===== config.mk =====
export PLATFORM = sky130hd
export DESIGN_NAME = scroll_scan_ctrl
export DESIGN_NICKNAME = d
export VERILOG_FILES = /design/src/rtl/scroll_scan_ctrl_pkg.sv /design/src/rtl/scroll_scan_ctrl_tick_gen.sv /design/src/rtl/scroll_scan_ctrl.sv
export SDC_FILE = /design/constraint.sdc
export NUM_CORES = 1
export LEC_CHECK = 0
export CORE_ASPECT_RATIO = 0.7
export CORE_MARGIN = 5
export CORE_UTILIZATION = 55
export CTS_BUF_LIST = sky130_fd_sc_hd__clkbuf_4
export DETAILED_ROUTE_END_ITERATION = 16
export PLACE_DENSITY = 0.74
export RECOVER_POWER = 50
export SYNTH_ARGS = -nofsm -noshare
export SYNTH_HDL_FRONTEND = slang
export SYNTH_SLANG_ARGS = --single-unit

===== constraint.sdc =====
create_clock -name clk -period 3.3 [get_ports clk]
set_input_delay 0.66 -clock clk [delete_from_list [all_inputs] [get_ports clk]]
set_output_delay 0.66 -clock clk [all_outputs]
set_load 0.005 [all_outputs]

===== src/rtl/scroll_scan_ctrl_pkg.sv =====
// seg_pkg: character codes, code type and scan FSM states shared by the display path.
package seg_pkg;
    typedef logic [3:0] char_t;
    localparam char_t CHAR_E    = 4'd10;
    localparam char_t CHAR_L    = 4'd11;
    localparam char_t CHAR_C    = 4'd12;
    localparam char_t CHAR_P    = 4'd13;
    localparam char_t CHAR_S    = 4'd14;
    localparam char_t CHAR_DASH = 4'd15;
    typedef enum logic [1:0] {IDLE, BLANK, SCAN} state_t;
endpackage


===== src/rtl/scroll_scan_ctrl_tick_gen.sv =====
// tick_gen: free-running 0..DIV-1 counter, one-clock tick at terminal count while enabled.
module tick_gen #(
    parameter int DIV = 2
) (
    input  logic clk,
    input  logic rst_n,
    input  logic i_en,
    output logic o_tick
);
    localparam int W = DIV > 1 ? $clog2(DIV) : 1;
    logic [W-1:0] r_cnt;
    assign o_tick = i_en && (r_cnt == W'(DIV - 1));
    always_ff @(posedge clk) begin
        if (!rst_n)
            r_cnt <= '0;
        else if (o_tick)
            r_cnt <= '0;
        else if (i_en)
            r_cnt <= r_cnt + 1'b1;
    end
endmodule


===== src/rtl/scroll_scan_ctrl.sv =====
// scroll_scan_ctrl: message buffer, digit scan sequencer and scroll offset for the sliding-text display.
module scroll_scan_ctrl
    import seg_pkg::*;
#(
    parameter int NUM_DIGITS = 4,
    parameter int MSG_LEN    = 8,
    parameter int SCAN_DIV   = 50000,
    parameter int SCROLL_DIV = 25000000
) (
    input  logic                       clk,
    input  logic                       rst_n,
    input  logic                       i_enable,
    input  logic                       i_pause,
    input  logic                       i_dir,
    input  logic                       i_msg_wr_en,
    input  logic [3:0]                 i_msg_wr_addr,
    input  char_t                      i_msg_wr_data,
    output char_t                      o_char_code,
    output logic [NUM_DIGITS-1:0]      o_an,
    output logic [$clog2(MSG_LEN)-1:0] o_scroll_pos,
    output logic                       o_wrap_pulse
);
    localparam int PW = $clog2(MSG_LEN);
    localparam int IW = PW + 1;
    localparam int DW = $clog2(NUM_DIGITS);
    state_t          r_state, w_state_nxt;
    logic [DW-1:0]   r_digit;
    logic [PW-1:0]   r_frame_off, r_pos, w_pos_nxt;
    logic [IW-1:0]   w_sum, w_rd_idx;
    char_t           r_buf [MSG_LEN];
    char_t           r_char;
    logic [NUM_DIGITS-1:0] r_an;
    logic            r_wrap, w_wrap, w_scan_tick, w_scroll_tick;

    // SCAN lasts SCAN_DIV-1 clocks; the preceding BLANK clock completes the slot
    tick_gen #(.DIV(SCAN_DIV - 1)) u_scan_tick (
        .clk(clk), .rst_n(rst_n), .i_en(i_enable && r_state == SCAN), .o_tick(w_scan_tick)
    );
    tick_gen #(.DIV(SCROLL_DIV)) u_scroll_tick (
        .clk(clk), .rst_n(rst_n), .i_en(i_enable && !i_pause), .o_tick(w_scroll_tick)
    );

    always_comb begin
        w_state_nxt = r_state;
        if (!i_enable)
            w_state_nxt = IDLE;
        else
            case (r_state)
                IDLE:    w_state_nxt = BLANK;
                BLANK:   w_state_nxt = SCAN;
                SCAN:    w_state_nxt = w_scan_tick ? BLANK : SCAN;
                default: w_state_nxt = IDLE;
            endcase
    end

    assign w_sum     = IW'(r_frame_off) + IW'(r_digit);
    assign w_rd_idx  = w_sum >= IW'(MSG_LEN) ? w_sum - IW'(MSG_LEN) : w_sum;
    assign w_wrap    = i_dir ? r_pos == '0 : r_pos == PW'(MSG_LEN - 1);
    assign w_pos_nxt = i_dir ? (w_wrap ? PW'(MSG_LEN - 1) : r_pos - 1'b1)
                             : (w_wrap ? '0 : r_pos + 1'b1);

    always_ff @(posedge clk) begin
        if (!rst_n) begin
            r_state     <= IDLE;
            r_digit     <= '0;
            r_frame_off <= '0;
            r_pos       <= '0;
            r_wrap      <= 1'b0;
            r_an        <= '1;
            r_char      <= CHAR_DASH;
            for (int i = 0; i < MSG_LEN; i++) r_buf[i] <= CHAR_DASH;
        end else begin
            r_state <= w_state_nxt;
            r_an    <= r_state == SCAN ? ~(NUM_DIGITS'(1) << r_digit) : '1;
            r_char  <= r_buf[w_rd_idx[PW-1:0]];
            r_wrap  <= w_scroll_tick && w_wrap;
            if (w_scroll_tick)
                r_pos <= w_pos_nxt;
            // offset is latched only at frame boundaries so one frame never mixes offsets
            if (w_scan_tick) begin
                r_digit <= r_digit == DW'(NUM_DIGITS - 1) ? '0 : r_digit + 1'b1;
                if (r_digit == DW'(NUM_DIGITS - 1))
                    r_frame_off <= r_pos;
            end
            if (i_msg_wr_en && {1'b0, i_msg_wr_addr} < 5'(MSG_LEN))
                r_buf[i_msg_wr_addr[PW-1:0]] <= i_msg_wr_data;
        end
    end

    assign o_char_code  = r_char;
    assign o_an         = r_an;
    assign o_scroll_pos = r_pos;
    assign o_wrap_pulse = r_wrap;
endmodule

* Word level (Yosys, flattened, before mapping)
Memories as Yosys holds them, arrays and structs flattened. A register that Yosys moved wholly into a read port is not among the register bits. Index checks and enable logic that the tools add are counted.
Storage, ports and cells: input port bits 14, bits in writable memories 32, memories 1, output and inout port bits 12, bits in registers 56, logic and storage cells 58
Memories:
- r_buf | words 8, bits a word 4, rd ports 1, clocked after Yosys merged registers in 1, write ports 8, line scroll_scan_ctrl.sv:30 | char_t r_buf [MSG_LEN];
Cells by class: magnitude comparators 2, add/subtract/negate cells 7, reduce and logical (&&, ||, !) cells 16, mux-type cells 15, bitwise gates (word level) 2, shift operators 1, equal/unequal tests 6
Operator list (number):
- adder 25 x 1 -> 25 bit, second input constant | 1
- == test 25 bit, second input constant | 1
- adder 16 x 1 -> 16 bit, second input constant | 1
- == test 16 bit, second input constant | 1
- two-way mux 3 bit | 5
- logical AND 1 bit | 6
- two-way mux 1 bit | 6
- one-hot mux 2 bit (3 select lines) | 1
- AND reduction 2 bit | 3
- subtractor 3 x 1 -> 3 bit, second input constant | 2
- adder 3 x 2 -> 4 bit | 1
- == test 2 bit, second input constant | 2
- >= comparator 4 bit, second input constant | 1
- less-than comparator 4 bit, second input constant | 1
- two-way mux 2 bit | 2
- two-way mux 4 bit | 1
- NOT 4 bit | 1
- OR reduction 2 bit | 2
- OR reduction 4 bit | 1
- left shift 1 x 2 -> 4 bit, first input constant | 1
- adder 3 x 1 -> 3 bit, second input constant | 1
- == test 3 bit, second input constant | 1
- logical NOT 3 bit | 1
- adder 2 x 1 -> 2 bit, second input constant | 1
- 4 further kinds | 5

* Longest topological paths before layout
depth in word-level cells 7, depth in mapped cells 7, mapped depth without buffers 6

* By module
From an unflattened synthesis, not the netlist that was laid out.
Second synthesis, totals: cell total of the unflattened synthesis 408, area, all modules 4403.0 um^2
Modules (own cells, without submodules):
- scroll_scan_ctrl | instances 1, area an instance 2364.8 um^2, sequential area each 1341.3 um^2, cells each 188
- tick_gen (u_scroll_tick) | instances 1, area an instance 1253.7 um^2, sequential area each 500.5 um^2, cells each 134
- tick_gen (u_scan_tick) | instances 1, area an instance 784.5 um^2, sequential area each 320.3 um^2, cells each 86

* Least setup slack after synthesis
Ideal clock, no wire load.
path type in2reg, start in i_enable, end reg u_scroll_tick.r_cnt[16], data arrival time 2086 ps, library setup time 66 ps, buffers on the path 2, path slack 1148 ps, data required time 3234 ps, stages 6, cell sequence buf_4 > nand3b_4 > or4_4 > buf_6 > or3_4 > a21oi_2
On the way: longest elaborated chain between the ends 3
RTL lines:
- from (decl) | line scroll_scan_ctrl.sv:12 | input logic i_enable,
- logical AND 1 bit * | line scroll_scan_ctrl.sv:40 | .clk(clk), .rst_n(rst_n), .i_en(i_enable && !i_pause), .o_tick(w_scroll_tick)
- logical AND 1 bit | line scroll_scan_ctrl_tick_gen.sv:12 | assign o_tick = i_en && (r_cnt == W'(DIV - 1));
- OR reduction 2 bit (no source line)
- to (signal assigned) | line scroll_scan_ctrl_tick_gen.sv:19 | r_cnt <= r_cnt + 1'b1;
- to (decl) | line scroll_scan_ctrl_tick_gen.sv:11 | logic [W-1:0] r_cnt;
Every way passes the cells marked *; elsewhere a longest branch is shown, timed or not. A chain may end at the register's enable or synchronous reset.

* Worst setup path in the final report
start reg u_scroll_tick.r_cnt[15], end reg r_pos[0], in the netlist o_scroll_pos[0]
On the way: longest elaborated chain between the ends 2
RTL lines:
- == test 25 bit | line scroll_scan_ctrl_tick_gen.sv:12
- logical AND 1 bit | line scroll_scan_ctrl_tick_gen.sv:12
- to (signal assigned) | line scroll_scan_ctrl.sv:78 | r_pos <= w_pos_nxt;
- to (decl) | line scroll_scan_ctrl.sv:28 | logic [PW-1:0] r_frame_off, r_pos, w_pos_nxt;
Every way passes these cells.

==> reports/qor.yml <==
min_path:
  holdPathStages: 2
  hp-class: "reg2reg"
worst_setup_path:
  required_ns: 3.66
  rrSetupSlack_ns: 0.79
  endpoint_kind: "flop"
  worstPathArrival_ns: 2.88
  cp-start-kind: "flop"
  critPathKind: "reg2reg"
  crit_fanout: 9
  rr_worst_depth: 4
sta:
  drv_slew: 0
  slew_headroom_pct: 15.6
  fin_tns_setup_ns: 0
  finalCriticalPeriod_ns: 2.51
  worst_pin_slew_ns: 1.25
  fin_ws_ns: 0.785
  max_freq_mhz: 398
  finalCritPeriodShare_pct: 76.2
  finalSetupViolCount: 0
  clock_skew_ns: 0.0131
  hold_violations: 0
  rsz0062_at_grt: "false"
clock_tree:
  cts.hold.buffers_added: 0
  cts_setup_buffers: 0
  clk_pin_slew_worst_paths_ns: 0.14
  cts_tree: "yes"
  cts.htree.levels: 3
  cts_resized: 0
  numCtsBuffers: 9
  clock_latency_ns: 0.45
  clk_path_buf_depth: 2
  clkSinkCount: 92
  clockRootBuffer: "clkbuf_4"
grt:
  grt.total_usage_pct: 18.7
  grt_pass1_vias: 3076
  antenna_found_initial: 0
  grt_max_degree: 25
  globalRouteOverflowTotal: 0
  grt_pass1_wl_um: 15200
outcome:
  outcome: "completed"
placement:
  dp_hpwl_um: 6430
  pre_cts_slack_ns: 0.583
  gp_congestion: 0.816
  numPortBuffers: 25
route:
  viasPerCell: 5.65
  vias: 3205
  wl_per_cell_um: 15.3
  drt_pre_antenna_iters: 4
  routed_wl_um: 8680
  route.detailed.drc: 0
  drtIter0Drc: 171
  postRouteAntennaNets: 0
power:
  leakagePower_nw: 1.62
  peakVddDrop_mv: 0.279
  powerDensity_mw_per_mm2: 390
floorplan:
  core_mm2: 0.00791
  ios: 26
  fp.dieH_um: 85.5
  initial_utilization_pct: 56.7
  chipWidth_um: 118
  rows: 27
  dieArea_mm2: 0.0101
synth:
  yosys.area.top_type: "dfxtp_1"
  async_flop_share_pct: 0
  synth_fp_nets: 462
  ys_top_cells_by_count: "dfxtp_1, nand2_1, edfxtp_1"
  synthesis.instances: 435
  synth_cell_types: 54
  synth_top_area_share_pct: 26.8
  synth-edff-count: 32
  netlist_area_mm2: 0.00448
  yosys_warnings: 0
  yosysMostFrequentCell: "dfxtp_1"
  ys_seq_area_share_pct: 48.3
  synth_area_leaders: "dfxtp_1, edfxtp_1, mux4_2, nand2_1, ha_1"
  synth_seq_cells: 92
  syn_area_per_cell_um2: 10.3
  synthFlopType: "dfxtp_1"
run:
  maxCapViolCount: 0
cells_and_area:
  diodes: 0
  area_growth_pct: 9.94
  nNetsFinal: 488
  drive_gt1_share_pct: 12.2
[critical path: stages (launching register included)]
cell	delay (ns)
dfxtp_1	0.38
or4b_1	0.54
nor4_1	0.96
a31oi_1	0.23
a311oi_1	0.33
[kinds of logic (layout without fill, tap and decap cells)]
family,count (synthesis),count (layout),synth area share (%)
XOR/XNOR,23,23,4.50
AND/OR/NAND/NOR,213,213,27.7
adder cells (fa/ha/maj),13,13,3.80
AO/OA/AOI/OAI,50,50,6.70
multiplexers,17,17,6.06
buffers and inverters,27,58,2.96
flip-flops,92,92,48.3
[per-layer routing]
metal | vias up | part of all wire (%) | global-route usage [%]
met5 | - | 0 | 0
met4 | 0 | 1.2 | 5.00
met3 | 11 | 6.4 | 5.41
met2 | 75 | 41 | 26.9
met1 | 1488 | 51 | 27.6
li1 | 1631 | - | -
[final cells by class]
type                       count  area (um2)
tap                          101         126
multi-input combinational    316        2160
inverter                      10        37.5
sequential                    92        2160
timing repair buffer          32         295
fill                         670        2980
clock inverter                 6        65.1
clock buffer                  10        75.1
[worst paths after layout]
path	startpoint	to
worst max-delay path	u_scroll_tick.r_cnt[15]$_SDFFE_PP0P_	o_scroll_pos[0]$_SDFFE_PN0P_
worst min-delay path	r_frame_off[1]$_SDFFE_PN0P_	r_frame_off[1]$_SDFFE_PN0P_
worst max register to register	u_scroll_tick.r_cnt[15]$_SDFFE_PP0P_	o_scroll_pos[0]$_SDFFE_PN0P_
worst min register to register	r_frame_off[1]$_SDFFE_PN0P_	r_frame_off[1]$_SDFFE_PN0P_
[power breakdown]
group,internal (W),switching (W),leakage [nW]
Clock,0.000237,0.000373,0.0646
Sequential,0.00120,0.0000141,0.807
Combinational,0.0000451,0.0000487,0.750
Total,0.00148,0.000436,1.62
[placed cells by master, fill, tap and decap left out, types with 3 or more instances in the layout]
master	count
xnor2_1	17
dfxtp_1	60
nand2b_1	22
mux2i_1	8
nor2b_1	3
xor2_1	6
nand4_1	13
clkdlybuf4s50_1	24
nor2_1	30
nor3b_1	5
ha_1	12
o31ai_1	6
and3_1	6
or2_2	16
nor3_1	7
mux4_2	8
a31oi_1	3
nand3_1	14
o21ai_0	11
nor4_1	8
buf_4	5
nand2_1	46
edfxtp_1	32
a21oi_1	20
inv_1	10
clkinvlp_4	4
or3_1	9
nand3b_1	5
and4_1	4
clkbuf_4	10
or4_1	8
a211oi_1	3
[state kept, by name, indices dropped and copies added, names as in the netlist]
signal and flops:
o_an 4, o_char_code 4, o_scroll_pos 3, o_wrap_pulse 1, r_buf 32, r_digit 2
r_frame_off 3, r_state 2, u_scan_tick.r_cnt 16, u_scroll_tick.r_cnt 25
[per-stage QoR]
step	area (um2)	hold slack (ns)	power (W)	utilization, %	cells
finish	4920	0.475	0.00192	62.3	567
global route	4920	0.509	0.00201	62.3	567
CTS	4950	0.477	0.00194	62.7	567
detailed placement	4810	0.459	0.00133	60.9	551
global placement	4810	0.451	0.00133	60.9	551
floorplan	4480	0.435	0.00128	-	435
Power figures use the tool's default switching activity.
